<file path="config.mk">
export PLATFORM = sky130hd
export DESIGN_NAME = pc_mem_arbiter
export DESIGN_NICKNAME = d
export VERILOG_FILES = /design/src/rtl/pc_mem_arbiter.sv
export SDC_FILE = /design/constraint.sdc
export NUM_CORES = 1
export LEC_CHECK = 0
export CAP_MARGIN = 10
export CORE_MARGIN = 2
export CORE_UTILIZATION = 37
export CTS_CLUSTER_SIZE = 24
export DETAILED_ROUTE_END_ITERATION = 8
export PLACE_DENSITY = 0.76
export RECOVER_POWER = 100
export SYNTH_ARGS = -nofsm -noshare
export SYNTH_HDL_FRONTEND = slang
export SYNTH_SLANG_ARGS = --single-unit
</file>
<file path="constraint.sdc">
create_clock -name clock -period 1.5 [get_ports clock]
set_input_delay 0.3 -clock clock [delete_from_list [all_inputs] [get_ports clock]]
set_output_delay 0.3 -clock clock [all_outputs]
set_load 0.02 [all_outputs]
</file>
<file path="src/rtl/pc_mem_arbiter.sv">
// Shared memory port arbiter for the pipelined computer.
// The instruction-fetch (IF, read-only) and data-memory (DM, read/write)
// stages share one memory port. A fixed-latency FSM issues one access at a
// time, captures read data into the owner's register and returns a one-cycle
// ready pulse. DM wins ties. A burst counter caps consecutive DM grants while
// a fetch is waiting, so the fetch stage cannot starve.
//
// Handshake: a requester raises req with address/data stable and holds req
// until it sees its ready pulse. Address/data are sampled only in the grant
// cycle (IDLE). Ready is a single-cycle pulse in RESP and is not a backpressure
// signal. Dropping req mid-access does not abort; ready still pulses.
module pc_mem_arbiter #(
    parameter int AW           = 32,
    parameter int DW           = 32,
    parameter int LAT          = 1,
    parameter int MAX_DM_BURST = 4
) (
    input  logic          clock,
    input  logic          resetn,

    input  logic          if_req,
    input  logic [AW-1:0] if_addr,
    output logic [DW-1:0] if_rdata,
    output logic          if_ready,

    input  logic          dm_req,
    input  logic          dm_we,
    input  logic [AW-1:0] dm_addr,
    input  logic [DW-1:0] dm_wdata,
    output logic [DW-1:0] dm_rdata,
    output logic          dm_ready,

    output logic          mem_en,
    output logic          mem_we,
    output logic [AW-1:0] mem_addr,
    output logic [DW-1:0] mem_wdata,
    input  logic [DW-1:0] mem_rdata,

    output logic          if_stall,
    output logic          dm_stall,
    output logic          busy
);

    typedef enum logic [1:0] {
        IDLE  = 2'd0,
        ISSUE = 2'd1,
        WAIT  = 2'd2,
        RESP  = 2'd3
    } state_t;

    // Counter preload: WAIT lasts LAT cycles, capture happens when it hits 0.
    localparam logic [3:0] CNT_INIT  = 4'(LAT - 1);
    localparam logic [3:0] BURST_MAX = 4'(MAX_DM_BURST);

    state_t     state;
    logic [3:0] cnt;
    logic [3:0] burst;
    logic       owner;      // 1 = DM owns the current access, 0 = IF

    logic       grant_dm;
    logic       grant_if;

    // Grant decision; only acted on while the FSM is in IDLE.
    always_comb begin
        grant_dm = dm_req & (~if_req | (burst < BURST_MAX));
        grant_if = ~grant_dm & if_req;
    end

    // Access sequencer: IDLE -> ISSUE -> WAIT -> RESP -> IDLE, all outputs registered.
    always_ff @(posedge clock) begin
        if (!resetn) begin
            state     <= IDLE;
            cnt       <= '0;
            burst     <= '0;
            owner     <= 1'b0;
            mem_en    <= 1'b0;
            mem_we    <= 1'b0;
            mem_addr  <= '0;
            mem_wdata <= '0;
            if_rdata  <= '0;
            dm_rdata  <= '0;
            if_ready  <= 1'b0;
            dm_ready  <= 1'b0;
        end else begin
            case (state)
                IDLE: begin
                    if (grant_dm) begin
                        owner     <= 1'b1;
                        mem_addr  <= dm_addr;
                        mem_we    <= dm_we;
                        mem_wdata <= dm_wdata;
                        mem_en    <= 1'b1;
                        state     <= ISSUE;
                        // Count DM grants only while a fetch is being held off.
                        if (if_req) begin
                            if (burst != 4'hF) begin
                                burst <= burst + 4'd1;
                            end
                        end else begin
                            burst <= '0;
                        end
                    end else if (grant_if) begin
                        owner     <= 1'b0;
                        mem_addr  <= if_addr;
                        mem_we    <= 1'b0;
                        mem_wdata <= '0;
                        mem_en    <= 1'b1;
                        burst     <= '0;
                        state     <= ISSUE;
                    end
                end

                ISSUE: begin
                    mem_en <= 1'b0;
                    cnt    <= CNT_INIT;
                    state  <= WAIT;
                end

                WAIT: begin
                    if (cnt == 4'd0) begin
                        // mem_rdata is valid this cycle; writes leave rdata alone.
                        if (!mem_we) begin
                            if (owner) begin
                                dm_rdata <= mem_rdata;
                            end else begin
                                if_rdata <= mem_rdata;
                            end
                        end
                        if (owner) begin
                            dm_ready <= 1'b1;
                        end else begin
                            if_ready <= 1'b1;
                        end
                        state <= RESP;
                    end else begin
                        cnt <= cnt - 4'd1;
                    end
                end

                RESP: begin
                    // Completed request may still be high here; it is not reissued.
                    if_ready <= 1'b0;
                    dm_ready <= 1'b0;
                    state    <= IDLE;
                end

                default: begin
                    state <= IDLE;
                end
            endcase
        end
    end

    // Stalls follow the requests directly so pipeline control sees them in the same cycle.
    always_comb begin
        if_stall = if_req & ~if_ready;
        dm_stall = dm_req & ~dm_ready;
        busy     = (state != IDLE);
    end

    // The issue strobe coincides exactly with the ISSUE state.
    a_issue_strobe: assert property (@(posedge clock) disable iff (!resetn)
        mem_en == (state == ISSUE));

    // Ready pulses coincide exactly with the RESP state.
    a_ready_resp: assert property (@(posedge clock) disable iff (!resetn)
        (if_ready | dm_ready) == (state == RESP));

    // Only one requester is ever completed at a time.
    a_ready_excl: assert property (@(posedge clock) disable iff (!resetn)
        !(if_ready && dm_ready));

endmodule

</file>
==> run_results.csv, run 1 <==
group,metric,value,unit
timing,relSlewSlack,70.3,%
route,wl_met1,8080,µm
timing,fmax,0.644,GHz
yosys,synthAdderAreaFrac,1.32,%
worst_hold_path,holdPathStages,3,
timing,period_needed,1.55,ns
yosys,synth_cell_types,39,
floorplanning,die_w,128,µm
yosys,synth_xor_area_share,0,%
yosys,synth_seq_area_share,50.5,%
route,wl,18700,µm
power_and_ir_drop,p_switching,0.00603,W
power_and_ir_drop,finalPower,0.0165,W
grt,grt_pass1_wl,26800,µm
route,met2RoutedLength,9090,µm
yosys,synthMuxAreaShare,11.5,%
grt,antenna_found_initial,0,
worst_hold_path,hold_path.startpoint,"resetn",
worst_hold_path,whs_endpoint,"burst[2]",
timing,post-route-period-util,104,%
timing,final_max_slew_viol_count,0,
yosys,syn_inst,590,
route,via_per_inst,5.09,
clocking,clk_latency,0.42,ns
critical_path,ff2ff_setup_slack,-0.05,ns
yosys,ys_ff_latch,143,
timing,fin_skew,0.0126,ns
timing,worst_slack,-0.0529,ns
route,drtIter0Drc,227,
critical_path,crit_path_start_kind,"flop",
timing,worstMarginPinSlew,0.446,ns
route,wl_per_cell,17.1,µm
finish,finish.instance_area,0.0102,mm²
yosys,synth_top_cells_by_area,"dfxtp_1 (50%), mux2i_1 (11%), a211oi_1 (8.7%)",
power_and_ir_drop,swShare,36.4,%
finish,diodes,0,
floorplanning,rows,45,
critical_path,cp.required,1.84,ns
placed_design,gp_congestion,0.776,
power_and_ir_drop,cellLeakagePower,4.50,nW
placed_design,portBuffers,267,
route,drc_errors,0,
critical_path,critical_path_arrival,1.89,ns
power_and_ir_drop,intPower,0.0105,W
critical_path,endpoint_kind,"flop",
grt,grt_pass1_vias,5211,
floorplanning,ios,268,
power_and_ir_drop,seqPwrFrac,29.9,%
power_and_ir_drop,power_density,1630,mW/mm²
yosys,netlist.top_cell.by_area,"dfxtp_1",
placed_design,dp_slack,-0.455,ns
placed_design,hpwl,11600,µm
finish,nFillCells,1218,
route,vias,5562,
route,wl_met3,986,µm
status,violations,"negative setup slack",
route,highest_layer,"met4",
yosys,netlist_area,0.00567,mm²
yosys,synth_top_area_share,50.5,%
floorplanning,die_area,0.0163,mm²
floorplanning,core_area,0.0151,mm²
clocking,clock_sinks,143,
yosys,yosys.area_share.simple,12.2,%
power_and_ir_drop,p_comb_share,45.8,%
power_and_ir_drop,clkPwrFrac,24.3,%
yosys,syn_nets,729,
clocking,clk_path_buf_depth,2,
route,drtAntennaViolNets,0,
clocking,cts_max_level,4,
finish,drive_above_1_share,22.8,%
critical_path,worst_r2r_path_depth,6,
clocking,cts_hold_buf,0,
grt,gr-total-overflow,0,
clocking,path_clk_slew,0.07,ns
critical_path,critical_path.reg2reg.endpoint,"if_rdata[6]",
timing,timing.final.hold_violations,0,
critical_path,critical_path_peak_fanout,7,
power_and_ir_drop,peakVddDrop,0.972,mV
floorplanning,die_y,128,µm
clocking,cts_tree,"done",
status,status,"complete, but fails checks",
timing,rsz0062_at_grt,"true",
yosys,synth_compound_area_share,19.3,%
worst_hold_path,hold_path.class,"input port to flop",
timing,setup_viol,20,
grt,grt_max_degree,97,
critical_path,critPathKind,"flop to flop",
clocking,numCtsBuffers,17,
finish,layout.nets,1031,
placed_design,dpl_cell_area,0.00881,mm²
finish,syn2layout_area_growth,79.2,%
yosys,synth_top_family_by_area,"compound AO/OA/AOI/OAI gates",
yosys,synth_area_per_cell,9.61,µm²
timing,whs,0.190,ns
clocking,root_buffer,"clkbuf_16",
yosys,yosys_warnings,0,
grt,grt_usage,20.4,%
run,maxCapViolCount,0,
floorplanning,start_util,37.6,%
route,drt_pass1_iterations,5,
critical_path,reg2reg_from,"state[1]",
-- logic make-up (layout without fill, tap and decap cells) --
family / after synthesis / after routing
AOI/OAI and AO/OA: 153 / 153
buffers and inverters: 58 / 373
and+or+nand+nor: 165 / 165
DFF: 143 / 143
muxes: 65 / 65
adders and majority gates: 6 / 6
-- layout by cell type, fill, tap and decap left out, types with 6 or more instances in the layout --
master	instances
a211oi_1	14
o21ai_1	16
buf_6	11
mux2i_1	65
buf_12	10
o21ai_0	9
nor2_2	14
a21oi_1	7
clkdlybuf4s50_1	130
a22o_1	33
a211oi_2	45
nor2_1	21
o21ai_2	11
clkbuf_16	28
dlygate4sd2_1	129
buf_4	29
dfxtp_1	139
a211oi_4	7
buf_8	6
nand2_1	105
-- worst max-delay path by stage --
stage / from / to / slack (ns) / depth (start not counted)
6_report: state[1] / if_rdata[6] / -0.05 / 6
5_1_grt: state[1] / if_rdata[6] / -0.09 / 6
4_1_cts: state[1] / if_rdata[4] / -0.08 / 6
3_5_place_dp: if_req / if_stall / -0.45 / 3
3_3_place_gp: if_req / if_stall / -0.44 / 3
2_1_floorplan: state[0] / mem_wdata[10] / 0.01 / 7
-- metrics by stage --
step	util (%)	TNS [ns]	std cells
finish	67.3	-0.391	1093
floorplan	-	0	590
global placement	58.4	-22.43	1039
CTS	62.1	-1.06	1078
global route	67.3	-3.96	1093
detailed placement	58.4	-26.02	1039
-- sequential cells by signal, indices dropped and copies added (netlist names) --
register / cells
dm_rdata: 32
if_rdata: 32
mem_addr: 32
mem_wdata: 32
burst: 4
cnt: 4
state: 2
dm_ready: 1
if_ready: 1
mem_en: 1
mem_we: 1
owner: 1
-- Yosys cell counts (all sizes together) --
master and count:
nor3 1, dfxtp 143, a22o 33, and3b 2, mux2i 65, nor4bb 1
and3 1, o31a 2, a21oi 8, a211oi 66, inv 6, o221a 1
clkbuf 25, o32ai 1, o21a 1, and4 1, nand3b 2, ha 6
nand2 105, a22oi 1, o211ai 1, buf 27, or3 1, nand3 2
nor2 39, a32oi 1, and2 1, a31oi 1, nor3b 2, nor2b 4
nand2b 1, nand4bb 1, or3b 1, o21ai 37
-- routing by layer --
layer  up-vias  GRT usage (%)
met2       195           33.2
met1      2620           25.2
li1       2703              -
met4         0           8.99
met5         -              0
met3        44           5.93
-- timing repair --
item                       in CTS  in global routing
gates resized for setup       164                153
pin swaps                       4                 56
setup endpoints to repair     188                113
cloned                          3                 13
buffers inserted                4                  2
-- layout make-up --
cell class / instances / area [µm²] / share of cell area (%)
multi-input combinational: 389 / 3000 / 29.5
tap: 188 / 235 / 2.31
clock buffer: 18 / 439 / 4.32
timing repair buffer: 335 / 3460 / 34.1
inverter: 6 / 25.0 / 0.246
sequential: 143 / 2870 / 28.2
clock inverter: 14 / 128 / 1.26
-- power groups by stage --
stage,logic [W],clock network [W],registers (W)
after detailed placement,0.00591,0,0.00499
final,0.00757,0.00402,0.00495
after floorplan,0.00213,0,0.00584
after global placement,0.00585,0,0.00499
after CTS,0.00601,0.00412,0.00491
after global routing,0.00802,0.00428,0.00504
-- worst max-delay path, cell delays in order (launching register included) --
cell and delay, ns:
dfxtp_2 0.34, buf_6 0.10, ha_4 0.12, and3b_2 0.21, and3b_4 0.33, buf_6 0.17, mux2i_1 0.21
(Power assumes the default switching activity.)
==> run 2: changes to the inputs <==
Settings changed: CORE_MARGIN 2 to 4.
==> run_results.csv, run 2 (synthesis gave the netlist of run 1 again) <==
group,metric,value,unit
floorplanning,die_area,0.0174,mm²
clocking,numCtsBuffers,17,
placed_design,placed_cells,1025,
timing,timing.final.hold_violations,0,
power_and_ir_drop,power_density,1630,mW/mm²
route,wl_per_cell,17.3,µm
floorplanning,core_area,0.0148,mm²
clocking,clk_latency,0.41,ns
finish,stdcell_count,1074,
timing,setup_tns,-3.52,ns
run,maxCapViolCount,0,
finish,syn2layout_area_growth,71.5,%
timing,worst_slack,-0.0790,ns
floorplanning,start_util,38.4,%
placed_design,portBuffers,267,
route,drt_pass1_iterations,5,
grt,antenna_found_initial,0,
placed_design,hpwl,12000,µm
timing,fmax,0.633,GHz
power_and_ir_drop,clkPwrFrac,28.0,%
placed_design,gp_congestion,0.773,
power_and_ir_drop,cellLeakagePower,4.40,nW
timing,period_needed,1.58,ns
finish,layout.nets,1016,
critical_path,startpoint,"state[0]",
timing,worstMarginPinSlew,0.509,ns
status,status,"complete, but fails checks",
power_and_ir_drop,p_comb_share,40.9,%
route,vias,5461,
route,via_per_inst,5.08,
critical_path,worst_r2r_path_depth,8,
timing,rsz0062_at_grt,"true",
power_and_ir_drop,peakVddDrop,0.820,mV
critical_path,endpoint_kind,"flop",
power_and_ir_drop,p_switching,0.00547,W
clocking,cts_hold_buf,0,
grt,grt_usage,19.6,%
clocking,root_buffer,"clkbuf_16",
finish,multi_input_area,0.00271,mm²
grt,grt_pass1_wl,27800,µm
timing,post-route-period-util,105,%
power_and_ir_drop,swShare,34.6,%
route,wl,18500,µm
clocking,clock_sinks,143,
grt,grt_max_degree,93,
floorplanning,ios,268,
floorplanning,rows,44,
floorplanning,die_y,132,µm
finish,most-common-layout-cells,"dfxtp_1 (140), dlygate4sd2_1 (132), clkdlybuf4s50_1 (130), nand2_1 (105), mux2i_1 (64)",
critical_path,critical_path.reg2reg.endpoint,"if_rdata[26]",
timing,setup_viol,83,
critical_path,cp.required,1.79,ns
clocking,cts_max_level,4,
critical_path,critical_path_arrival,1.87,ns
grt,grt_pass1_vias,5259,
floorplanning,die_w,132,µm
finish,seqCellArea,0.00287,mm²
critical_path,reg2reg_from,"state[0]",
worst_hold_path,hold_path.class,"input port to flop",
clocking,clk_path_buf_depth,2,
critical_path,critical_path_peak_fanout,8,
critical_path,crit_end,"if_rdata[26]",
power_and_ir_drop,seqPwrFrac,31.0,%
clocking,cts_tree,"done",
finish,diodes,0,
finish,drive_above_1_share,15.2,%
timing,final_max_slew_viol_count,0,
power_and_ir_drop,intPower,0.0103,W
route,drtAntennaViolNets,0,
route,drc_errors,0,
timing,relSlewSlack,66.1,%
status,violations,"negative setup slack",
critical_path,crit_path_start_kind,"flop",
critical_path,ff2ff_setup_slack,-0.08,ns
grt,gr-total-overflow,0,
timing,fin_skew,0.0105,ns
route,drtIter0Drc,246,
finish,nFillCells,1229,
critical_path,critPathKind,"flop to flop",
finish,final_common_cell,"dfxtp_1",
clocking,path_clk_slew,0.06,ns
[run 2: area by class of cell]
cell class              instances  share of cell area (%)
repair buffers                320                    33.7
flip-flops and latches        143                    29.5
multi-input cells             389                    27.9
clock buffers                  18                    4.52
well taps                     184                    2.37
clock inverters                14                    1.87
inverters                       6                   0.232
[run 2: timing repair]
| action | in CTS | in global routing |
|---|---|---|
| buffers inserted | 3 | 4 |
| pin swaps | 0 | 4 |
| setup endpoints to repair | 205 | 104 |
| cloned | 5 | 7 |
| resized for setup | 161 | 40 |
[run 2: metal layers]
metal  vias to the layer above  track usage (%)  routed length [µm]
met5                         -                0                   0
met1                      2579             23.3                7790
met4                         0             7.99                 419
met3                        29             6.18                1160
li1                       2679                -                   -
met2                       174             32.8                9160
[run 2: critical path: stages, from the launching register on]
cell	delay, ns
dfxtp_2	0.33
inv_2	0.04
buf_6	0.11
ha_4	0.14
and3b_2	0.21
and3b_2	0.21
buf_12	0.15
buf_12	0.14
mux2i_1	0.12
[run 2: worst min-delay path by stage]
stage | start | depth (start not counted) | slack (ns) | end
after floorplan | dm_wdata[10] | 1 | 0.43 | mem_wdata[10]
after global placement | if_rdata[30] | 2 | 0.44 | if_rdata[30]
after detailed placement | if_rdata[10] | 2 | 0.45 | if_rdata[10]
after CTS | resetn | 4 | 0.34 | cnt[2]
after global routing | resetn | 4 | 0.36 | burst[0]
final | resetn | 4 | 0.36 | burst[0]
[run 2: power by group through the flow]
stage / Combinational (W) / Sequential [W] / Clock (W)
after global routing: 0.00687 / 0.00500 / 0.00467
after floorplan: 0.00213 / 0.00584 / 0
after CTS: 0.00567 / 0.00490 / 0.00450
after global placement: 0.00568 / 0.00498 / 0
final: 0.00647 / 0.00491 / 0.00443
after detailed placement: 0.00572 / 0.00499 / 0
[run 2: per-stage QoR]
step / power (W) / hold slack (ns) / utilization (%) / setup WS (ns) / cell area, µm²
after global placement: 0.0107 / 0.442 / 59.0 / -0.438 / 8710
final: 0.0158 / 0.361 / 65.9 / -0.0790 / 9730
after global routing: 0.0165 / 0.364 / 65.9 / -0.163 / 9730
after detailed placement: 0.0107 / 0.448 / 59.0 / -0.423 / 8710
after floorplan: 0.00797 / 0.433 / - / 0.0130 / 5680
after CTS: 0.0151 / 0.337 / 63.7 / -0.103 / 9400
